===== config.mk =====
export PLATFORM = sky130hd
export DESIGN_NAME = cpu_trace_monitor
export DESIGN_NICKNAME = d
export VERILOG_FILES = /design/src/rtl/cpu_trace_monitor.sv
export SDC_FILE = /design/constraint.sdc
export NUM_CORES = 1
export LEC_CHECK = 0
export BUFFER_PORTS_ARGS = -buffer_cell sky130_fd_sc_hd__clkbuf_2
export CORE_MARGIN = 4
export CORE_UTILIZATION = 61
export CTS_CLUSTER_SIZE = 40
export DETAILED_ROUTE_END_ITERATION = 10
export PLACE_DENSITY_LB_ADDON = 0.05
export SLEW_MARGIN = 20
export SYNTH_ARGS = -nofsm -noshare
export SYNTH_HDL_FRONTEND = slang
export SYNTH_SLANG_ARGS = --single-unit

===== constraint.sdc =====
create_clock -name clk -period 5.4 [get_ports clk]
set_input_delay 0.27 -clock clk [delete_from_list [all_inputs] [get_ports clk]]
set_output_delay 0.27 -clock clk [all_outputs]
set_load 0.05 [all_outputs]

===== src/rtl/cpu_trace_monitor.sv =====
// Trace capture for the single-cycle CPU: circular buffer, PC/forced trigger, post-trigger window, playback.
// Optional jump-to-self halt trigger enabled by defining TRACE_HALT_DETECT_EN.
module cpu_trace_monitor #(
  parameter int DW       = 32,
  parameter int DEPTH    = 16,
  parameter int POST     = 8,
  parameter int HALT_CNT = 4
) (
  input  logic                       clk,
  input  logic                       clrn,
  input  logic [DW-1:0]              pc,
  input  logic [DW-1:0]              inst,
  input  logic [DW-1:0]              r,
  input  logic                       valid,
  input  logic                       arm,
  input  logic                       trig_en,
  input  logic [DW-1:0]              trig_pc,
  input  logic                       force_trig,
  input  logic                       rd_req,
  output logic                       rd_valid,
  output logic [DW-1:0]              rd_pc,
  output logic [DW-1:0]              rd_inst,
  output logic [DW-1:0]              rd_r,
  output logic                       rd_last,
  output logic [1:0]                 state,
  output logic [$clog2(DEPTH):0]     count,
  output logic                       halt
);

  // state   | meaning
  // S_IDLE  | no capture, waiting for arm
  // S_ARMED | capturing into the ring, watching for a trigger
  // S_POST  | capturing the post-trigger window
  // S_DONE  | capture frozen, playback on rd_req
  localparam int AW = $clog2(DEPTH);

  typedef enum logic [1:0] {
    S_IDLE  = 2'b00,
    S_ARMED = 2'b01,
    S_POST  = 2'b10,
    S_DONE  = 2'b11
  } state_t;

  state_t        st;
  logic [DW-1:0] mem_pc   [DEPTH];
  logic [DW-1:0] mem_inst [DEPTH];
  logic [DW-1:0] mem_r    [DEPTH];
  logic [AW-1:0] wptr, rptr, postcnt;
  logic [AW:0]   cnt;

  logic capturing, store, pc_hit, halt_hit, trig, rd_fire;

  assign capturing = (st == S_ARMED) || (st == S_POST);
  assign store     = capturing && valid && !arm;
  assign pc_hit    = valid && trig_en && (pc == trig_pc);
  assign trig      = pc_hit || force_trig || halt_hit;
  assign rd_fire   = (st == S_DONE) && rd_req && (cnt != '0);

`ifdef TRACE_HALT_DETECT_EN
  localparam int RW = $clog2(HALT_CNT + 1);

  logic [DW-1:0] prev_pc;
  logic          prev_ok;
  logic [RW-1:0] run;
  logic          halt_q;

  assign halt_hit = capturing && valid && prev_ok && (pc == prev_pc) && (run == RW'(HALT_CNT - 1));
  assign halt     = halt_q;

  always_ff @(posedge clk or negedge clrn) begin
    if (!clrn) begin
      prev_pc <= '0;
      prev_ok <= 1'b0;
      run     <= '0;
      halt_q  <= 1'b0;
    end else if (arm) begin
      prev_ok <= 1'b0;
      run     <= '0;
      halt_q  <= 1'b0;
    end else if (capturing && valid) begin
      prev_pc <= pc;
      prev_ok <= 1'b1;
      if (prev_ok && pc == prev_pc) begin
        if (run != RW'(HALT_CNT)) run <= run + 1'b1;
      end else begin
        run <= '0;
      end
      if (halt_hit) halt_q <= 1'b1;
    end
  end
`else
  assign halt_hit = 1'b0;
  assign halt     = 1'b0;
`endif

  // Buffer contents need no reset; cnt and the pointers define what is valid.
  always_ff @(posedge clk) begin
    if (store) begin
      mem_pc[wptr]   <= pc;
      mem_inst[wptr] <= inst;
      mem_r[wptr]    <= r;
    end
  end

  always_ff @(posedge clk or negedge clrn) begin
    if (!clrn) begin
      st       <= S_IDLE;
      wptr     <= '0;
      rptr     <= '0;
      cnt      <= '0;
      postcnt  <= '0;
      rd_valid <= 1'b0;
      rd_last  <= 1'b0;
      rd_pc    <= '0;
      rd_inst  <= '0;
      rd_r     <= '0;
    end else begin
      rd_valid <= 1'b0;
      rd_last  <= 1'b0;
      if (arm) begin
        st      <= S_ARMED;
        wptr    <= '0;
        rptr    <= '0;
        cnt     <= '0;
        postcnt <= '0;
      end else begin
        case (st)
          S_IDLE: ;
          S_ARMED, S_POST: begin
            if (valid) begin
              wptr <= wptr + 1'b1;
              if (cnt == (AW+1)'(DEPTH)) rptr <= rptr + 1'b1;
              else                       cnt  <= cnt + 1'b1;
            end
            if (st == S_ARMED) begin
              if (trig) begin
                if (POST == 0) begin
                  st <= S_DONE;
                end else begin
                  st      <= S_POST;
                  postcnt <= AW'(POST);
                end
              end
            end else if (valid) begin
              postcnt <= postcnt - 1'b1;
              if (postcnt == AW'(1)) st <= S_DONE;
            end
          end
          S_DONE: begin
            // rd_last still high means the final entry went out last cycle.
            if (rd_last) begin
              st <= S_IDLE;
            end else if (rd_fire) begin
              rd_valid <= 1'b1;
              rd_last  <= (cnt == (AW+1)'(1));
              rd_pc    <= mem_pc[rptr];
              rd_inst  <= mem_inst[rptr];
              rd_r     <= mem_r[rptr];
              rptr     <= rptr + 1'b1;
              cnt      <= cnt - 1'b1;
            end
          end
          default: st <= S_IDLE;
        endcase
      end
    end
  end

  assign state = st;
  assign count = cnt;

endmodule

Word level (Yosys, flattened, before mapping)
Memories as Yosys holds them, arrays and structs flattened. A register that Yosys moved wholly into a read port is not among the register bits.
Cells that the tools add are included.
{"block": "totals", "inputBits": 135, "reg_bits": 21, "ram_bits": 1536, "output_inout_bits": 106, "wordCells": 95, "memories": 3}
{"memory": "mem_inst", "depth": 16, "width": 32, "read_ports": 1, "rd_clocked_by_memory_dff": 1, "write_ports": 1, "line_no": "46", "source": "logic [DW-1:0] mem_inst [DEPTH];"}
{"memory": "mem_pc", "depth": 16, "width": 32, "read_ports": 1, "rd_clocked_by_memory_dff": 1, "write_ports": 1, "line_no": "45", "source": "logic [DW-1:0] mem_pc [DEPTH];"}
{"memory": "mem_r", "depth": 16, "width": 32, "read_ports": 1, "rd_clocked_by_memory_dff": 1, "write_ports": 1, "line_no": "47", "source": "logic [DW-1:0] mem_r [DEPTH];"}
{"block": "classes", "n_eq_ne": 17, "bitwise": 2, "n_addsub": 5, "reduce_logical": 24, "mux": 37}
{"op": "2-to-1 mux 4 bit", "n": 13}
{"op": "equality test 32 bit", "n": 1}
{"op": "2-to-1 mux 5 bit", "n": 5}
{"op": "inequality test 3 bit (second input constant)", "n": 7}
{"op": "AND reduction 5 bit", "n": 3}
{"op": "2-to-1 mux 2 bit", "n": 6}
{"op": "inequality test 4 bit (second input constant)", "n": 3}
{"op": "2-to-1 mux 1 bit", "n": 10}
{"op": "one-hot mux 5 bit (2 select lines)", "n": 1}
{"op": "adder 4 x 1 -> 4 bit (second input constant)", "n": 2}
{"op": "one-hot mux 4 bit (2 select lines)", "n": 1}
{"op": "logical AND 1 bit", "n": 6}
{"op": "nonzero test 3 bit", "n": 2}
{"op": "adder 5 x 1 -> 5 bit (second input constant)", "n": 1}
{"op": "equality test 5 x 1 -> 1 bit (second input constant)", "n": 1}
{"op": "equality test 5 bit (second input constant)", "n": 1}
{"op": "nonzero test 5 bit", "n": 1}
{"op": "subtractor 5 x 1 -> 5 bit (second input constant)", "n": 1}
{"op": "equality test 2 bit (second input constant)", "n": 2}
{"op": "equality test 4 x 1 -> 1 bit (second input constant)", "n": 1}
{"op": "zero test 1 bit", "n": 4}
{"op": "one-hot mux 2 bit (2 select lines)", "n": 1}
{"op": "AND reduction 4 bit", "n": 1}
{"op": "nonzero test 2 bit", "n": 2}
{"op": "7 further kinds", "n": 9}

Longest topological paths before layout
Gate-level depths: netlist of the first run.
{"block": "logic_depth", "word_depth": 7, "depth_mapped": 10, "depth_no_buf": 8}

Worst setup path after synthesis of the first run
Ideal clock, no wire load.
{"block": "synth_path", "kind": "reg2reg", "start": "register st[0] (netlist: state[0])", "end": "memory mem_inst[4][0], enable pin", "stages_incl_launch_ff": 7, "slack_ps": 823, "t_required_ps": 4935, "t_arrival_ps": 4111, "setup_time_ps": 465, "synth_period_minus_slack_ps": 4577, "cell_sequence": "dfrtp_1 > inv_1 > ha_1 > clkbuf_1 > nand2b_1 > nor4b_1 > and2_1"}
{"block": "synth_via", "elab_chain_len": 6, "elab_cells_between_ends": 7, "classes_between": "eq/ne (2); mux (2); reduce/logical (3)"}
{"element": "from (decl)", "line_no": "44", "source": "state_t st;"}
{"element": "from (signal assigned)", "line_no": "107", "source": "st <= S_IDLE;"}
{"element": "from (signal assigned)", "line_no": "121", "source": "st <= S_ARMED;"}
{"element": "from (signal assigned)", "line_no": "138", "source": "st <= S_DONE;"}
{"element": "equality test 2 x 1 -> 1 bit or equality test 2 bit (tied branches)", "line_no": "53", "source": "assign capturing = (st == S_ARMED) || (st == S_POST);"}
{"element": "logical OR 1 bit *", "line_no": "53"}
{"element": "logical AND 1 bit * (2 in series)", "line_no": "54", "source": "assign store = capturing && valid && !arm;"}
{"element": "2-to-1 mux 1 bit *", "line_no": "98", "source": "if (store) begin"}
{"element": "2-to-1 mux 1 bit (implied by the code) *", "line_no": "100", "source": "mem_inst[wptr] <= inst;"}
{"element": "to (decl)", "line_no": "46"}
Every way passes the cells marked *; elsewhere a longest branch is shown, timed or not.

==> results of run 1 <==
## what timing repair did
action,4_1_cts,5_1_grt
endpoints found under the hold margin,1554,0
hold buffers,95,0
resized for setup,0,0
## registers in the layout, indices dropped and copies added (netlist names), 5 cells and up
name	count
rd_r	32
mem_inst	512
rd_inst	32
count	5
mem_pc	512
mem_r	512
rd_pc	32
## routing by layer
| metal | GRT usage | share of wire |
|---|---|---|
| met1 | 0.404 | 0.40 |
| met2 | 0.441 | 0.48 |
| met3 | 0.0771 | 0.096 |
| met4 | 0.0733 | 0.020 |
| met5 | 0 | 0.000087 |
## cells by family (layout without fill, tap and decap cells)
kind of cell / count (synthesis) / count (layout) / synth area share
muxes: 486 / 486 / 0.134
xor gates and xnor gates: 41 / 41 / 0.00570
buffers and inverters: 189 / 703 / 0.0147
DFF: 1653 / 1653 / 0.778
and+or+nand+nor: 287 / 287 / 0.0195
other: 1 / 7 / 0.0000595
adders and majority gates: 15 / 15 / 0.00298
AOI/OAI and AO/OA: 407 / 407 / 0.0444
## final timing paths
check                            start            to  slack, ps
setup reg to reg               rptr[1]   rd_inst[22]       1780
min in group asynchronous         clrn      rd_r[20]        160
hold / removal                   pc[0]  mem_pc[8][0]         70
hold reg to reg            rd_inst[19]   rd_inst[19]        480
max in group asynchronous         clrn       rptr[1]       4000
setup / recovery               rptr[1]   rd_inst[22]       1780
## cells in the mapped netlist, drive strengths merged (3+ instances only)
| cell type | count | area (µm²) |
|---|---|---|
| edfxtp | 1536 | 46100 |
| mux4 | 288 | 6490 |
| nand2 | 208 | 781 |
| o21ai | 199 | 996 |
| mux2i | 194 | 1940 |
| o221ai | 192 | 1680 |
| dfrtp | 117 | 2930 |
| buf | 96 | 574 |
| clkbuf | 81 | 308 |
| xnor2 | 32 | 280 |
| nor2 | 27 | 101 |
| and2 | 16 | 100 |
| ha | 15 | 188 |
| inv | 12 | 45.0 |
| nand4 | 10 | 62.6 |
| xor2 | 9 | 78.8 |
| a21oi | 5 | 25.0 |
| mux2 | 4 | 45.0 |
| nand2b | 4 | 25.0 |
| nor3 | 4 | 20.0 |
| nor2b | 3 | 18.8 |
| nor4b | 3 | 26.3 |
## report_power, final
group          switching, µW  internal (µW)
clock                   4540           6540
sequential               590          14600
combinational           4770           3220
## metrics by stage
stage | total power, µW | hold WS [ps]
6_report | 34300 | 72.2
5_1_grt | 35600 | 46.6
4_1_cts | 34500 | 1.61
3_5_place_dp | 23400 | 392
3_3_place_gp | 23300 | 373
2_1_floorplan | 21400 | -25.6
## layout make-up
class,instances,area share
clock buffer,239,0.0655
clock inverter,59,0.00767
tap,1368,0.0237
multi-input combinational,1237,0.182
sequential,1653,0.679
antenna,6,0.000208
timing repair buffer,393,0.0408
inverter,12,0.000658
==> Implementation_results.wiki, run 1 <==
{| class="wikitable"
! Metric !! Value
|-
| Post-detailed-routing wire length || between 150 and 200 mm
|-
| Period utilization || 0.670
|-
| Pre-antenna DRT Iters || 5
|-
| Post-synthesis cell count || 3079
|-
| Fraction of synthesis flops using an asynchronous set or reset pin || 0.0708
|-
| Height of the chip || 329 µm
|-
| Overall fraction of global-route tracks in use || 0.282
|-
| Largest net degree at the start of global routing || 93
|-
| Worst path top cell family by delay || buffers and inverters
|-
| Die Width || roughly 330 µm
|-
| Total number of vias || between 30000 and 40000
|-
| Violation count after the first detailed-route iteration || 3539
|-
| Worst hold path stage count || 1
|-
| Layout Area Growth over Synthesis || 14.6%
|-
| Final instance count without filler cells || 4967
|-
| Final-stage net count || 3607
|-
| Max IR drop VDD || 480 µV
|-
| Post-synth EDFFs || 1536
|-
| Total power per unit cell area || 475 nW/µm²
|-
| Cell count after placement || 4568
|-
| Worst Setup Slack, final || 1780 ps
|-
| Max Fclk || approximately 0.28 GHz
|-
| Minimum period implied by the final worst setup slack || 3620 ps
|-
| Vias in the first global route || 33100
|-
| Yosys cell types || 49
|-
| Post-placement cell area || 66000 µm²
|-
| Most used cells in the layout excluding fill and tap cells || edfxtp_1, mux4_2, clkbuf_2
|-
| Post-CTS setup buffer count || 0
|-
| Remaining max-slew budget at the tightest pin || 0.143
|-
| Max-slew violation count || 0
|-
| Clock tree buffer depth || 3
|-
| Slowest stage cell, crit path || buf_4
|-
| Worst slack at placement || about 1800 ps
|-
| Die footprint || 109000 µm²
|-
| Hold Vio Cnt, Final || 0
|-
| CTS tree || built
|-
| Unrepaired setup endpoints after global routing || false
|-
| Wire length of the first global-routing pass || approximately 220 mm
|-
| Proportion of layout cells with a drive suffix above 1 || 0.239
|-
| Number of antenna violations at the first check in global routing || 8
|-
| Post-Syn Nets || 3229
|-
| Reported leakage power || 0.0237 µW
|-
| HP Class || in -> reg
|-
| Clock-pin slew on the worst setup and hold paths || 60 ps
|-
| Final standard cell area without fillers || 72200 µm²
|-
| DRT antenna net count || 0
|-
| Crit path arrival time || 4200 ps
|-
| Critical Path RT || roughly 6000 ps
|-
| Crit path cell chain || buf_4, buf_4, mux4_2, o21ai_1, nand2_1, o221ai_1, o21ai_1
|-
| Row cnt || 117
|-
| Maximum net fanout on the critical path || 65
|-
| Sinks on Clock Net || around 1700
|-
| Clk_lat worst skew || 750 ps
|-
| Number of gates on the worst path with buffers counted || 7
|-
| Endpoint type of the worst setup path || flip-flop
|-
| Routed wire per std cell || 30.2 µm
|-
| CTS H-tree depth || 4
|-
| Root buf cell || clkbuf_16
|-
| Startpoint kind of the worst setup timing path || flip-flop
|-
| Area of the multi-input gates || 13200 µm²
|-
| Max-cap check violation count || 0
|-
| I/O pin count || between 200 and 250
|-
| Final-layout fill cell count || 6291
|-
| Last weighted congestion value of the routability-driven placer || ~0.80
|-
| Summed instance area of the synthesized netlist || between 60000 and 70000 µm²
|-
| Portion of the post-synthesis area used by sequential elements || 0.778
|-
| Slew at the pin with the worst max-slew slack || 1280 ps
|-
| Count of buffer and inverter cells on the critical path || 2
|-
| Total overflow reported by the global router || 0
|-
| Placeable core region || around 100000 µm²
|-
| Result of the run || completed
|-
| Clock buffer count from CTS || 160
|-
| Drc violations || 0
|-
| Reg area || 49100 µm²
|-
| Final core area utilization || 0.707
|-
| Cell count of the worst reg-to-reg path || 7
|-
| Port Buffer Count || about 240
|-
| Count of yosys warnings during synthesis || 0
|-
| Starting density of the core || 0.617
|-
| Count of final setup violators || 0
|-
| Critical path class || reg -> reg
|-
| Post-detailed-placement half-perimeter wirelength || 78.2 mm
|-
| Main flop type after synthesis || edfxtp_1
|-
| Setup TNS || 0 ps
|-
| Largest clock skew in the final design || 19.7 ps
|-
| Leading cell type in the layout, fill and taps excluded || edfxtp_1
|-
| Number of synthesized register bits || 1653
|-
| Via count normalized by instance count || around 6.4
|-
| Stage delay of the slowest cell on the critical path || 930 ps
|-
| Mean cell area of the mapped netlist || 20.5 µm²
|}
(Power assumes the default switching activity.)
==> inputs of run 2 (changes only) <==
--- a/config.mk
+++ b/config.mk
@@ -5,9 +5,10 @@
 export SDC_FILE = /design/constraint.sdc
 export NUM_CORES = 1
 export LEC_CHECK = 0
+export ABC_AREA = 1
 export BUFFER_PORTS_ARGS = -buffer_cell sky130_fd_sc_hd__clkbuf_2
 export CORE_MARGIN = 4
-export CORE_UTILIZATION = 61
+export CORE_UTILIZATION = 56
 export CTS_CLUSTER_SIZE = 40
 export DETAILED_ROUTE_END_ITERATION = 10
 export PLACE_DENSITY_LB_ADDON = 0.05
==> constraint.sdc (replaced) <==
create_clock -name clk -period 3.2 [get_ports clk]
set_input_delay 0.16 -clock clk [delete_from_list [all_inputs] [get_ports clk]]
set_output_delay 0.16 -clock clk [all_outputs]
set_load 0.05 [all_outputs]
==> run 2 against run 1 <==
Die area increased by 12%. Worst hold slack improved by 270 ps. Sequential power increased by 68%. Cell count increased by 38%. Sequential share of layout area decreased by 2.4 points. Global-route usage about the same. Core utilization decreased by 5.4 points. Wire length increased by 15%. Via count increased by 28%. Sequential cell count unchanged. Maximum frequency increased by 38%. Critical endpoint is now rd_pc[27].
==> Implementation_results.wiki, run 2 <==
{| class="wikitable"
! Metric !! Value
|-
| Count of buffer and inverter cells on the critical path || 1
|-
| Total power per unit cell area || about 810 nW/µm²
|-
| Row cnt || ~120
|-
| Largest net degree at the start of global routing || 134
|-
| Area share of and/or/nand/nor cells after synthesis || 0.0786
|-
| Proportion of layout cells with a drive suffix above 1 || 0.119
|-
| Max IR drop VDD || around 740 µV
|-
| Slowest stage cell, crit path || nor2_4
|-
| Fraction of synthesis flops using an asynchronous set or reset pin || 0.0708
|-
| Endpoint of the worst hold-timing path || mem_pc[7][17]
|-
| Largest clock skew in the final design || 25.2 ps
|-
| Clock buffer count from CTS || 168
|-
| Reg2reg setup slack || around 580 ps
|-
| Post-Syn Nets || slightly above 5000
|-
| DRT antenna net count || 0
|-
| Layout Area Growth over Synthesis || 15.2%
|-
| Sinks on Clock Net || 1653
|-
| Critical path class || reg -> reg
|-
| Clock-pin slew on the worst setup and hold paths || 60 ps
|-
| Starting density of the core || 0.567
|-
| Area share of the largest cell type after synthesis || 0.709
|-
| Post-synth EDFFs || about 1500
|-
| Yosys cell types || 30
|-
| Height of the chip || 349 µm
|-
| Slew at the pin with the worst max-slew slack || 1060 ps
|-
| Adder and majority cell fraction of the synthesized area || 0.00288
|-
| Pre-antenna DRT Iters || 6
|-
| Crit Reg-Reg Endpoint || rd_pc[27]
|-
| Violation count after the first detailed-route iteration || 4003
|-
| Cell with the most instances after synthesis || edfxtp_1
|-
| Reg area || slightly below 50000 µm²
|-
| Vias in the first global route || 40200
|-
| CTS tree || built
|-
| Max-cap check violation count || 0
|-
| Stage delay of the slowest cell on the critical path || about 820 ps
|-
| Post-synthesis cell count || around 4900
|-
| Clk_lat worst skew || between 700 and 800 ps
|-
| Wire length of the first global-routing pass || 257 mm
|-
| Root buf cell || clkbuf_16
|-
| Die footprint || 122000 µm²
|-
| Hold Vio Cnt, Final || 0
|-
| Crit path cell chain || ha_1, nand4_4, nor2_4, buf_12, nand2_1, o21ai_1
|-
| Routed wire per std cell || 25.2 µm
|-
| HP Class || in -> reg
|-
| Drc violations || 0
|-
| Startpoint kind of the worst setup timing path || flip-flop
|-
| Period utilization || 0.820
|-
| Post-detailed-routing wire length || 173 mm
|-
| Worst path top cell family by delay || simple AND/OR/NAND/NOR gates
|-
| Cell count after placement || 6430
|-
| Critical Path RT || slightly below 4000 ps
|-
| Final instance count without filler cells || 6853
|-
| Cell count of the worst reg-to-reg path || 6
|-
| Critical Path Source || state[0]
|-
| Count of yosys warnings during synthesis || 0
|-
| Final-stage net count || 5341
|-
| Most used cells in the layout excluding fill and tap cells || edfxtp_1, nand2_1, o21ai_0
|-
| Main combinational cell family by area after synthesis || compound AO/OA/AOI/OAI gates
|-
| Largest registers ranked by flip-flop count || mem_inst: 512 flops, mem_pc: 512 flops, mem_r: 512 flops
|-
| Total number of vias || between 40000 and 50000
|-
| Main flop type after synthesis || edfxtp_1
|-
| Total overflow reported by the global router || 0
|-
| Unrepaired setup endpoints after global routing || false
|-
| Endpoint type of the worst setup path || flip-flop
|-
| CTS H-tree depth || 4
|-
| Largest cells by area after synthesis || edfxtp_1, nand2_1, dfrtp_1
|-
| Leading cell type in the layout, fill and taps excluded || edfxtp_1
|-
| Last weighted congestion value of the routability-driven placer || 0.776
|-
| Placeable core region || 115000 µm²
|-
| Result of the run || completed
|-
| Worst Min Path Start || pc[17]
|-
| Cell taking the most area after synthesis || edfxtp_1
|-
| Clock tree buffer depth || 3
|-
| Port Buffer Count || 239
|-
| Reported leakage power || 0.0265 µW
|-
| Setup TNS || 0 ps
|-
| Via count normalized by instance count || roughly 6
|-
| Final core area utilization || 0.653
|-
| Area share of xor/xnor cells in the synthesized design || 0.00202
|-
| Die Width || 349 µm
|-
| Commonest cells in the netlist || edfxtp_1, nand2_1, o21ai_0
|-
| Compound-cell area share of the yosys netlist || 0.106
|-
| Mux contribution to synthesized area || 0.0295
|-
| Worst Hold Slack || 340 ps
|-
| Max Fclk || 0.381 GHz
|-
| Minimum period implied by the final worst setup slack || 2620 ps
|-
| Crit path arrival time || 3300 ps
|-
| Number of synthesized register bits || about 1700
|-
| Portion of the post-synthesis area used by sequential elements || 0.754
|-
| Post-CTS setup buffer count || 0
|-
| Remaining max-slew budget at the tightest pin || 0.293
|-
| Summed instance area of the synthesized netlist || 65100 µm²
|-
| I/O pin count || 241
|-
| Maximum net fanout on the critical path || 38
|-
| Startpoint of the most critical register-to-register path || state[0]
|-
| Worst hold path stage count || 2
|-
| Final-layout fill cell count || 8381
|-
| Post-detailed-placement half-perimeter wirelength || 86.6 mm
|-
| Post-layout total power || 60900 µW
|-
| Overall fraction of global-route tracks in use || 0.282
|-
| Area of the multi-input gates || 14500 µm²
|-
| Mean cell area of the mapped netlist || roughly 13 µm²
|-
| Number of antenna violations at the first check in global routing || 7
|-
| Count of final setup violators || 0
|-
| Max-slew violation count || 0
|}
-- run 2: cell types whose count changed after synthesis, sizes merged, moves of 77 or more --
| cell | delta |
|---|---|
| nand2 | +665 |
| buf | +77 |
| mux4 | -288 |
| o22ai | +193 |
| o21ai | +496 |
| o211ai | +96 |
| nor2 | +414 |
| a21oi | +287 |
| o221ai | -192 |
-- run 2: cell type report --
| type | count | area share |
|---|---|---|
| clock inverters | 66 | 0.00786 |
| inverters | 68 | 0.00387 |
| clock buffers | 249 | 0.0643 |
| flip-flops and latches | 1653 | 0.655 |
| well taps | 1512 | 0.0252 |
| diodes | 5 | 0.000167 |
| repair buffers | 453 | 0.0505 |
| multi-input cells | 2847 | 0.193 |
-- run 2: layer usage --
metal | wire, µm | vias up | GRT usage
li1 | - | 18500 | -
met5 | 11 | - | 0
met3 | 12200 | 279 | 0.0420
met1 | 71600 | 20600 | 0.391
met2 | 84900 | 1505 | 0.475
met4 | 4170 | 2 | 0.0756
-- run 2: where the power goes --
group	internal (µW)	switching, µW
clock	11200	8000
combinational	4610	11600
sequential	24700	825
total	40500	20400
-- run 2: kinds of logic after synthesis --
kind of cell,after synthesis
AO/OA/AOI/OAI,1280
XOR/XNOR,15
adder cells (fa/ha/maj),15
buffers and inverters,377
flip-flops,1653
multiplexers,192
other,1
AND/OR/NAND/NOR,1344
-- run 2: metrics by stage --
stage                     setup WS (ps)  cell area, µm²
final                               577           74900
after global routing                442           74900
after CTS                           566           74900
after detailed placement            624           68500
after global placement              718           68500
after floorplan                    21.7           65300
-- run 2: repair_timing --
| item | CTS | global route |
|---|---|---|
| hold buffers | 103 | 0 |
| gates resized for setup | 0 | 0 |
| endpoints found under the hold margin | 1625 | 0 |
-- run 2: how the worst max path moves through the flow --
stage | end | depth (start not counted)
finish | rd_pc[27] | 6
detailed placement | rd_r[12] | 6
global placement | rd_pc[9] | 6
CTS | rd_pc[27] | 6
global route | rd_r[12] | 6
floorplan | mem_inst[11][0] | 7
